[config.mk]
export PLATFORM = sky130hd
export DESIGN_NAME = ifu_fetch_flat
export DESIGN_NICKNAME = d
export VERILOG_FILES = /design/src/rtl/ifu_pkg.sv /design/src/rtl/ifu_fetch_if.sv /design/src/rtl/ifu_fetch_queue.sv /design/src/rtl/ifu_fetch.sv /design/src/flat_wrapper.sv
export SDC_FILE = /design/constraint.sdc
export NUM_CORES = 1
export LEC_CHECK = 0
export ABC_AREA = 1
export ABC_CLOCK_PERIOD_IN_PS = 10800
export CORE_ASPECT_RATIO = 0.8
export CORE_MARGIN = 10
export CORE_UTILIZATION = 55
export CTS_CLUSTER_DIAMETER = 150
export DETAILED_ROUTE_END_ITERATION = 12
export HOLD_SLACK_MARGIN = 0.05
export PLACE_DENSITY_LB_ADDON = 0.2
export SLEW_MARGIN = 20
export SYNTH_ARGS = -nofsm -noshare
export SYNTH_HDL_FRONTEND = slang
export SYNTH_SLANG_ARGS = --single-unit
[constraint.sdc]
create_clock -name clk -period 10.8 [get_ports clk]
set_input_delay 3.24 -clock clk [delete_from_list [all_inputs] [get_ports clk]]
set_output_delay 3.24 -clock clk [all_outputs]
set_load 0.05 [all_outputs]
[src/rtl/ifu_pkg.sv]
// ifu_pkg: shared types and constants for the instruction fetch unit.
package ifu_pkg;
   localparam int XLEN_DEFAULT = 32;
   localparam logic [1:0] INSTR_LEN_32 = 2'b11;
   typedef enum logic {RUN, DRAIN} fetch_state_t;
   typedef struct packed {
      logic [31:2]             instr;
      logic [XLEN_DEFAULT-1:0] pc;
      logic                    illegal;
   } fetch_entry_t;
endpackage

[src/rtl/ifu_fetch_if.sv]
// ifu_fetch_if: instruction-memory, redirect and decode-side signals of the fetch unit.
interface ifu_fetch_if #(parameter int XLEN = 32);
   logic            imem_req;
   logic [XLEN-1:0] imem_addr;
   logic            imem_ack;
   logic [31:0]     imem_rdata;
   logic            redirect;
   logic [XLEN-1:0] redirect_pc;
   logic            instr_valid;
   logic            instr_ready;
   logic [29:0]     instr_out;
   logic [XLEN-1:0] pc_out;
   logic            instr_illegal;
   modport master (
      output imem_req, imem_addr, instr_valid, instr_out, pc_out, instr_illegal,
      input  imem_ack, imem_rdata, redirect, redirect_pc, instr_ready
   );
   modport slave (
      input  imem_req, imem_addr, instr_valid, instr_out, pc_out, instr_illegal,
      output imem_ack, imem_rdata, redirect, redirect_pc, instr_ready
   );
endinterface

[src/rtl/ifu_fetch_queue.sv]
// fetch_queue: power-of-two synchronous FIFO; flush wins over push and pop.
module fetch_queue
   import ifu_pkg::*;
#(
   parameter int  DEPTH = 2,
   parameter type T     = fetch_entry_t
) (
   input  logic                     clk,
   input  logic                     rst_n,
   input  logic                     push,
   input  logic                     pop,
   input  logic                     flush,
   input  T                         din,
   output T                         dout,
   output logic                     full,
   output logic                     empty,
   output logic [$clog2(DEPTH):0]   count
);
   localparam int AW = $clog2(DEPTH);
   localparam int CW = AW + 1;
   T mem [DEPTH];
   logic [AW-1:0] wr_ptr, rd_ptr;
   always_comb begin
      dout = mem[rd_ptr];
      full = count == CW'(DEPTH);
      empty = count == '0;
   end
   always_ff @(posedge clk or negedge rst_n)
      if (!rst_n) begin
         wr_ptr <= '0;
         rd_ptr <= '0;
         count <= '0;
      end else if (flush) begin
         wr_ptr <= '0;
         rd_ptr <= '0;
         count <= '0;
      end else begin
         if (push) wr_ptr <= wr_ptr + 1'b1;
         if (pop) rd_ptr <= rd_ptr + 1'b1;
         count <= count + CW'(push) - CW'(pop);
      end
   always_ff @(posedge clk)
      if (push && !flush) mem[wr_ptr] <= din;
endmodule

[src/rtl/ifu_fetch.sv]
// ifu_fetch: sequential PC generation, imem request/ack, fetch queue and
// redirect handling with a DRAIN state that swallows an in-flight response.
module ifu_fetch
   import ifu_pkg::*;
#(
   parameter int              XLEN         = 32,
   parameter int              DEPTH        = 2,
   parameter logic [XLEN-1:0] RESET_VECTOR = '0
) (
   input logic         clk,
   input logic         rst_n,
   ifu_fetch_if.master bus
);
   localparam int CW = $clog2(DEPTH) + 1;
   typedef struct packed {
      logic [31:2]     instr;
      logic [XLEN-1:0] pc;
      logic            illegal;
   } entry_t;
   fetch_state_t    state, state_nxt;
   logic [XLEN-1:0] pc, pc_nxt, drain_addr;
   logic [CW-1:0]   count;
   logic            full, empty, push, pop;
   entry_t          din, head, last;
   fetch_queue #(.DEPTH(DEPTH), .T(entry_t)) queue (
      .clk   (clk),
      .rst_n (rst_n),
      .push  (push),
      .pop   (pop),
      .flush (bus.redirect),
      .din   (din),
      .dout  (head),
      .full  (full),
      .empty (empty),
      .count (count)
   );
   // drain_addr tracks pc while running so the abandoned request keeps its address in DRAIN
   always_comb begin
      bus.imem_req = rst_n && count < CW'(DEPTH);
      bus.imem_addr = state == DRAIN ? drain_addr : pc;
      push = state == RUN && !full && bus.imem_ack && !bus.redirect;
      pop = !empty && bus.instr_ready;
      din = {bus.imem_rdata[31:2], pc, bus.imem_rdata[1:0] != INSTR_LEN_32};
      state_nxt = state == DRAIN ? (bus.imem_ack ? RUN : DRAIN)
                : (bus.redirect && bus.imem_req && !bus.imem_ack ? DRAIN : RUN);
      pc_nxt = bus.redirect ? {bus.redirect_pc[XLEN-1:2], 2'b00} : push ? pc + XLEN'(4) : pc;
      bus.instr_valid = !empty;
      bus.instr_out = empty ? last.instr : head.instr;
      bus.pc_out = empty ? last.pc : head.pc;
      bus.instr_illegal = empty ? last.illegal : head.illegal;
   end
   always_ff @(posedge clk or negedge rst_n)
      if (!rst_n) begin
         state <= RUN;
         pc <= RESET_VECTOR;
         drain_addr <= RESET_VECTOR;
         last <= '0;
      end else begin
         state <= state_nxt;
         pc <= pc_nxt;
         if (state == RUN) drain_addr <= pc;
         if (!empty) last <= head;
      end
endmodule

[src/flat_wrapper.sv]
// flat-port wrapper written by rule: the top's interface ports become plain ports
module ifu_fetch_flat import ifu_pkg::*;
#(
   parameter int              XLEN         = 32,
   parameter int              DEPTH        = 2,
   parameter logic [XLEN-1:0] RESET_VECTOR = '0
)
  (clk, rst_n, bus_imem_req, bus_imem_addr, bus_instr_valid, bus_instr_out, bus_pc_out, bus_instr_illegal, bus_imem_ack, bus_imem_rdata, bus_redirect, bus_redirect_pc, bus_instr_ready);
  ifu_fetch_if #(.XLEN(XLEN)) bus_i ();
  input logic clk;
  input logic rst_n;
  output wire logic [$bits(bus_i.imem_req)-1:0] bus_imem_req;
  output wire logic [$bits(bus_i.imem_addr)-1:0] bus_imem_addr;
  output wire logic [$bits(bus_i.instr_valid)-1:0] bus_instr_valid;
  output wire logic [$bits(bus_i.instr_out)-1:0] bus_instr_out;
  output wire logic [$bits(bus_i.pc_out)-1:0] bus_pc_out;
  output wire logic [$bits(bus_i.instr_illegal)-1:0] bus_instr_illegal;
  input wire logic [$bits(bus_i.imem_ack)-1:0] bus_imem_ack;
  input wire logic [$bits(bus_i.imem_rdata)-1:0] bus_imem_rdata;
  input wire logic [$bits(bus_i.redirect)-1:0] bus_redirect;
  input wire logic [$bits(bus_i.redirect_pc)-1:0] bus_redirect_pc;
  input wire logic [$bits(bus_i.instr_ready)-1:0] bus_instr_ready;
  assign bus_imem_req = bus_i.imem_req;
  assign bus_imem_addr = bus_i.imem_addr;
  assign bus_instr_valid = bus_i.instr_valid;
  assign bus_instr_out = bus_i.instr_out;
  assign bus_pc_out = bus_i.pc_out;
  assign bus_instr_illegal = bus_i.instr_illegal;
  assign bus_i.imem_ack = bus_imem_ack;
  assign bus_i.imem_rdata = bus_imem_rdata;
  assign bus_i.redirect = bus_redirect;
  assign bus_i.redirect_pc = bus_redirect_pc;
  assign bus_i.instr_ready = bus_instr_ready;
  ifu_fetch #(.XLEN(XLEN), .DEPTH(DEPTH), .RESET_VECTOR(RESET_VECTOR)) u_core (.clk(clk), .rst_n(rst_n), .bus(bus_i));
endmodule
==> impl_metrics.toml, run 1 <==
[synth]
share_of_flip_flops_with_an_asynchronous_set_or_reset_after_synthesis = 0.5120
number_of_synthesized_flops_with_an_enable_pin = 122
yosys.area.top_type = "sky130_fd_sc_hd__edfxtp_1"
netlist_instances = 958
yosys.cell_types.count = 32
yosys.area.top_type_share = 0.3637
synth.top_cells.by_area = "sky130_fd_sc_hd__edfxtp_1, sky130_fd_sc_hd__dfrtp_1, sky130_fd_sc_hd__nand2_1"
ys_seq_area_frac = 0.6817
syn-mean-instance-area_um2 = 10.51
yosysWarnings = 0
synth-seq-cells = 250
synth_flop_cell = "sky130_fd_sc_hd__dfrtp_1"
syn-cell-area_um2 = 10070

[critical_path]
crit_arrival_ns = 4.78
critPathRequiredTime_ns = 7.56
worst_path_max_delay_cell = "sky130_fd_sc_hd__clkdlybuf4s50_1"
crit_type = "primary input to output port"
crit_chain = "buf_6, inv_1, nor2_1, clkdlybuf4s50_1"
worstPathMaxFanout = 64
critical-path-max-stage-delay_ns = 0.82
critPathLaunchType = "primary input"
cp-end-kind = "output port"

[clocking]
cts.path.max_buffers = 3
clk_lat_worst_skew_ns = 0.52
post_cts_setup_driven_buffer_insertion_count = 0
cts_tree = "yes"
post_cts_hold_buffer_count = 0
clock-root-buffer = "sky130_fd_sc_hd__clkbuf_16"
clock_pin_slew_reported_for_the_worst_setup_and_hold_paths_after_clock_tree_synthesis_ns = 0.06
cts_num_sinks = 250
numCtsBuffers = 24
cts_resized = 0
cts_htree_levels = 1

[worst_hold_path]
worst_hold_path_type = "register to register"

[floorplanning]
starting_utilization_of_the_core_area = 0.5578
die-area_um2 = 24160
placementRows = 44
ioPinCount = 166
die_h_um = 141.0
placeableCoreArea_um2 = 18060
fp.dieW_um = 171.3

[power]
ir_drop_uv = 171.2
cellInternalPower_uw = 2233
power.density_cell_area_nw_per_um2 = 306.4
p_comb_frac = 0.435
p_sw_uw = 1658
p_seq_frac = 0.340
clock_power_share = 0.225
p_sw_frac = 0.4260
power.leakage_uw = 0.005198

[global_route]
grt.overflow.total = 0
grt_start_max_net_pins = 67
grt_antenna_before_repair = 0
vias_in_the_first_global_route = 7241
grt_first_pass_wirelength_mm = 38.58
groute.usage.overall = 0.1989

[finish]
num-fill-cells = 1321
mostFrequentLayoutCell = "sky130_fd_sc_hd__nand2_1"
final_antenna_diode_count = 0
final_cell_mix = "sky130_fd_sc_hd__nand2_1, sky130_fd_sc_hd__clkdlybuf4s50_1, sky130_fd_sc_hd__dfrtp_1, sky130_fd_sc_hd__a21oi_1, sky130_fd_sc_hd__edfxtp_1"
drive_above_1_share = 0.06909
design.final.nets = 1183
finalInstanceArea_um2 = 12700
layout-area-overhead-vs-synth_pct = 26.07

[sta]
fin_skew_ns = 0.01845
finalMaxSlewViolations = 0
finalSetupViolCount = 0
slew_headroom = 0.3718
timing.final.crit_period_ns = 8.020
timing_worst_slew_pin_value_ns = 0.9423
final.period_utilization = 0.7426
max_clock_freq_mhz = 124.7
timing_hold_violations_final = 0
fin_tns_setup_ns = 0
grt_setup_unrepaired = "no"

[drt]
drt_pass1_iterations = 5
drt_iter0_drc = 498
finalWirelength_mm = 24.06
routed-via-count = 7169
final_antenna_net_count = 0
drt-wirelength-per-cell_um = 17.70
drc_errors = 0
vias_per_std_cell = 5.275

[run]
max-cap-violations = 0

[status]
status = "finished, final reports clean"

[placement]
port-buffer-count = 161
post-dp-hpwl_mm = 15.09
cell_area_after_placement_um2 = 11860
gp_routability_congestion = 0.8217
==> metal layers <==
metal  up-vias  part of all wire  GRT usage
met5         -                 0          0
met4         0             0.014    0.04111
met3        31             0.088    0.05776
met2       253              0.46     0.3084
met1      3400              0.44     0.2730
li1       3485                 -          -
==> cells in the mapped netlist (2+ instances only) <==
cell type / number
sky130_fd_sc_hd__edfxtp_1: 122
sky130_fd_sc_hd__nor2_2: 7
sky130_fd_sc_hd__nor2_4: 6
sky130_fd_sc_hd__inv_1: 62
sky130_fd_sc_hd__dfrtp_1: 128
sky130_fd_sc_hd__nand2_4: 2
sky130_fd_sc_hd__nand2_1: 233
sky130_fd_sc_hd__clkbuf_1: 22
sky130_fd_sc_hd__xor2_1: 9
sky130_fd_sc_hd__nand3_2: 2
sky130_fd_sc_hd__o211ai_1: 5
sky130_fd_sc_hd__a31oi_1: 2
sky130_fd_sc_hd__ha_1: 3
sky130_fd_sc_hd__buf_2: 16
sky130_fd_sc_hd__buf_4: 4
sky130_fd_sc_hd__nand3_1: 30
sky130_fd_sc_hd__o21ai_1: 7
sky130_fd_sc_hd__nor2_1: 105
sky130_fd_sc_hd__a21oi_1: 126
sky130_fd_sc_hd__nand2_2: 4
sky130_fd_sc_hd__o21bai_1: 3
sky130_fd_sc_hd__o21ai_0: 44
sky130_fd_sc_hd__and2_1: 2
sky130_fd_sc_hd__inv_2: 5
sky130_fd_sc_hd__xnor2_1: 2
==> worst paths after layout <==
| kind | from | endpoint | slack (ns) | depth (start not counted) |
|---|---|---|---|---|
| setup reg to reg | u_core.queue.count[1]$_DFF_PN0_ | u_core.last[21]$_DFFE_PN0N_ | 7.94 | 5 |
| max in group asynchronous | rst_n | u_core.queue.rd_ptr$_DFFE_PN0P_ | 6.69 | 2 |
| min in group asynchronous | rst_n | u_core.last[60]$_DFFE_PN0N_ | 2.70 | 1 |
| hold / removal | u_core.drain_addr[0]$_DFF_PN0_ | u_core.drain_addr[0]$_DFF_PN0_ | 0.46 | 2 |
| setup / recovery | rst_n | bus_imem_req | 2.78 | 4 |
| hold reg to reg | u_core.drain_addr[0]$_DFF_PN0_ | u_core.drain_addr[0]$_DFF_PN0_ | 0.46 | 2 |
==> stage by stage <==
step	utilization	std cells	total power (uW)	setup WS [ns]	hold WS, ns
floorplan	-	959	2457	3.625	0.4641
global placement	0.6567	1315	3008	2.721	0.4448
detailed placement	0.6567	1315	3036	2.711	0.4481
CTS	0.7031	1359	3922	2.698	0.4654
global route	0.7032	1359	4080	2.612	0.5087
finish	0.7032	1359	3891	2.780	0.4575
==> layout make-up <==
cell class / instances / area [um2] / share of cell area
well taps: 230 / 287.8 / 0.02266
multi-input cells: 599 / 2781 / 0.2190
repair buffers: 168 / 1665 / 0.1311
clock inverters: 14 / 163.9 / 0.01291
clock buffers: 30 / 674.4 / 0.05311
flip-flops and latches: 250 / 6868 / 0.5408
inverters: 68 / 257.7 / 0.02030
==> cell families (layout without fill, tap and decap cells) <==
family / after synthesis / in the layout / share of synthesized area
compound gates: 190 / 190 / 0.09752
fa+ha+maj: 3 / 3 / 0.003727
simple gates: 393 / 393 / 0.1626
flops: 250 / 250 / 0.6817
other cells: 1 / 2 / 0.0003723
xor+xnor: 11 / 11 / 0.009566
buf+inv: 110 / 280 / 0.04447
==> state kept, by name (all words and copies together), names as in the netlist <==
name,cells
u_core.queue.mem,122
u_core.queue.count,2
u_core.pc,30
u_core.last,61
u_core.queue.rd_ptr,1
u_core.drain_addr,32
u_core.state,1
u_core.queue.wr_ptr,1
==> power by group through the flow <==
stage | clock (uW) | sequential [uW] | combinational [uW]
4_1_cts | 893 | 1320 | 1710
2_1_floorplan | 0 | 1310 | 1150
3_5_place_dp | 0 | 1340 | 1700
3_3_place_gp | 0 | 1330 | 1680
5_1_grt | 938 | 1340 | 1800
6_report | 875 | 1320 | 1690
==> critical path: cells and delay by family <==
family,cells,cell delay (ns)
AND/OR/NAND/NOR,1,0.15
buffers and inverters,3,1.38
Power figures use the tool's default switching activity.
==> inputs of run 2 (changes only) <==
--- a/config.mk
+++ b/config.mk
@@ -6,10 +6,10 @@
 export NUM_CORES = 1
 export LEC_CHECK = 0
 export ABC_AREA = 1
-export ABC_CLOCK_PERIOD_IN_PS = 10800
+export ABC_CLOCK_PERIOD_IN_PS = 7000
 export CORE_ASPECT_RATIO = 0.8
 export CORE_MARGIN = 10
-export CORE_UTILIZATION = 55
+export CORE_UTILIZATION = 48
 export CTS_CLUSTER_DIAMETER = 150
 export DETAILED_ROUTE_END_ITERATION = 12
 export HOLD_SLACK_MARGIN = 0.05
==> constraint.sdc (replaced) <==
create_clock -name clk -period 7 [get_ports clk]
set_input_delay 2.1 -clock clk [delete_from_list [all_inputs] [get_ports clk]]
set_output_delay 2.1 -clock clk [all_outputs]
set_load 0.05 [all_outputs]
==> impl_metrics.toml, run 2 (same netlist as run 1, synthesis figures left out) <==
[drt]
final_antenna_net_count = 0
drc_errors = 0
routed-via-count = 7086
drt-wirelength-per-cell_um = 17.62
drt_iter0_drc = 592
vias_per_std_cell = 5.051
finalWirelength_mm = 24.72
drt_pass1_iterations = 4

[clocking]
clock_pin_slew_reported_for_the_worst_setup_and_hold_paths_after_clock_tree_synthesis_ns = 0.06
cts_tree = "yes"
clk_lat_worst_skew_ns = 0.51
post_cts_setup_driven_buffer_insertion_count = 0
clock-root-buffer = "sky130_fd_sc_hd__clkbuf_16"
cts.path.max_buffers = 3
cts_htree_levels = 1
cts_resized = 0
post_cts_hold_buffer_count = 0
cts_num_sinks = 250
numCtsBuffers = 25

[floorplanning]
placementRows = 47
starting_utilization_of_the_core_area = 0.4880
ioPinCount = 166
die-area_um2 = 27210
fp.dieW_um = 182.0
placeableCoreArea_um2 = 20640
die_h_um = 149.6

[sta]
finalHoldWorstSlack_ns = 0.4603
grt_setup_unrepaired = "no"
final.period_utilization = 0.7846
timing_hold_violations_final = 0
slew_headroom = 0.4452
timing.final.crit_period_ns = 5.492
finalSetupViolCount = 0
fin_skew_ns = 0.007472
finalMaxSlewViolations = 0
timing_worst_slew_pin_value_ns = 0.8322
fin_tns_setup_ns = 0
max_clock_freq_mhz = 182.1

[finish]
layout-area-overhead-vs-synth_pct = 26.91
mostFrequentLayoutCell = "sky130_fd_sc_hd__nand2_1"
final_cell_mix = "sky130_fd_sc_hd__nand2_1, sky130_fd_sc_hd__clkdlybuf4s50_1, sky130_fd_sc_hd__dfrtp_1, sky130_fd_sc_hd__a21oi_1, sky130_fd_sc_hd__edfxtp_1"
num-fill-cells = 1677
largest_register_ff_count = 122
top_flop_regs = "u_core.queue.mem: 122 flops, u_core.last: 61 flops, u_core.drain_addr: 32 flops"
ff_latch_area_um2 = 6868
area_used_by_multi_input_combinational_logic_um2 = 2781
drive_above_1_share = 0.07231
final_antenna_diode_count = 0
registers.top_by_ff_count = "u_core.queue.mem"
finalInstanceArea_um2 = 12780
design.final.nets = 1188

[worst_hold_path]
worst_hold_startpoint = "u_core.drain_addr[1]$_DFF_PN0_"
worst_hold_path_type = "register to register"
min_delay_worst_endpoint = "u_core.drain_addr[1]$_DFF_PN0_"
hold_path_depth = 2

[placement]
post-dp-hpwl_mm = 15.83
port-buffer-count = 161
gp_routability_congestion = 0.8342
cell_area_after_placement_um2 = 11940

[global_route]
grt.overflow.total = 0
groute.usage.overall = 0.1772
grt_first_pass_wirelength_mm = 38.96
vias_in_the_first_global_route = 7035
grt_start_max_net_pins = 64
groute.layer.met1.usage = 0.2499
grt_util_met2 = 0.2675
grt-busiest-layer = "met2"
grt_antenna_before_repair = 0
global_route.usage.met3 = 0.05261

[critical_path]
register_to_register_path_setup_slack_ns = 4.70
rr_worst_depth = 8
crit_type = "primary input to output port"
source_of_the_worst_register_to_register_timing_path = "u_core.queue.count[1]$_DFF_PN0_"
worst_r2r_endpoint = "u_core.queue.count[1]$_DFF_PN0_"
crit_arrival_ns = 3.39
cp-end-kind = "output port"
critPathRequiredTime_ns = 4.90
worstPathMaxFanout = 29
critPathLaunchType = "primary input"

[power]
power.leakage_uw = 0.005214
power.density_cell_area_nw_per_um2 = 471.7
ir_drop_uv = 357.2
total_power_uw = 6030
p_comb_frac = 0.435
p_sw_frac = 0.4248
clock_power_share = 0.226
cellInternalPower_uw = 3469
p_sw_uw = 2561
p_seq_frac = 0.338

[status]
status = "finished, final reports clean"

[run]
max-cap-violations = 0
[run 2: changes by cell type in the layout (fill, tap and decap cells not counted), sizes merged]
cell      delta
clkbuf       +1
buf          +4
clkinv       -6
bufinv       +1
inv          +3
clkinvlp     +2
[run 2: final cells by class]
class,instances,share of cell area
Tap cell,269,0.02633
Multi-Input combinational cell,599,0.2176
Clock buffer,31,0.05149
Clock inverter,14,0.01468
Inverter,68,0.01997
Timing Repair Buffer,172,0.1326
Sequential cell,250,0.5373
[run 2: through the flow]
stage,utilization,std cells,setup WS [ns]
final,0.6193,1403,1.508
after global routing,0.6193,1403,1.419
after CTS,0.6193,1403,1.480
after detailed placement,0.5783,1358,1.484
after global placement,0.5783,1358,1.471
after floorplan,-,959,1.401
[run 2: worst max path at each step]
stage / slack, ns / to / startpoint / cells past startpoint
finish: 1.51 / bus_imem_req / rst_n / 4
global route: 1.42 / bus_imem_req / rst_n / 4
CTS: 1.48 / bus_imem_req / rst_n / 4
detailed placement: 1.48 / bus_imem_req / rst_n / 4
global placement: 1.47 / bus_imem_req / rst_n / 4
floorplan: 1.40 / u_core.queue.mem[0][0]$_DFFE_PP_ / bus_redirect / 4
[run 2: metal layers]
layer | part of all wire | vias up
met5 | 0 | -
li1 | - | 3490
met4 | 0.018 | 0
met3 | 0.074 | 28
met1 | 0.47 | 3362
met2 | 0.44 | 206
[run 2: power by group through the flow]
| stage | clock (uW) | combinational (uW) | sequential [uW] |
|---|---|---|---|
| 4_1_cts | 1400 | 2650 | 2040 |
| 5_1_grt | 1470 | 2800 | 2070 |
| 3_3_place_gp | 0 | 2620 | 2050 |
| 3_5_place_dp | 0 | 2640 | 2070 |
| 2_1_floorplan | 0 | 1770 | 2020 |
| 6_report | 1370 | 2620 | 2040 |
[run 2: worst max-delay path, stage by stage]
cell and delay, ns:
sky130_fd_sc_hd__buf_6 0.25, sky130_fd_sc_hd__inv_1 0.07, sky130_fd_sc_hd__nor2_1 0.12, sky130_fd_sc_hd__clkdlybuf4s50_1 0.82
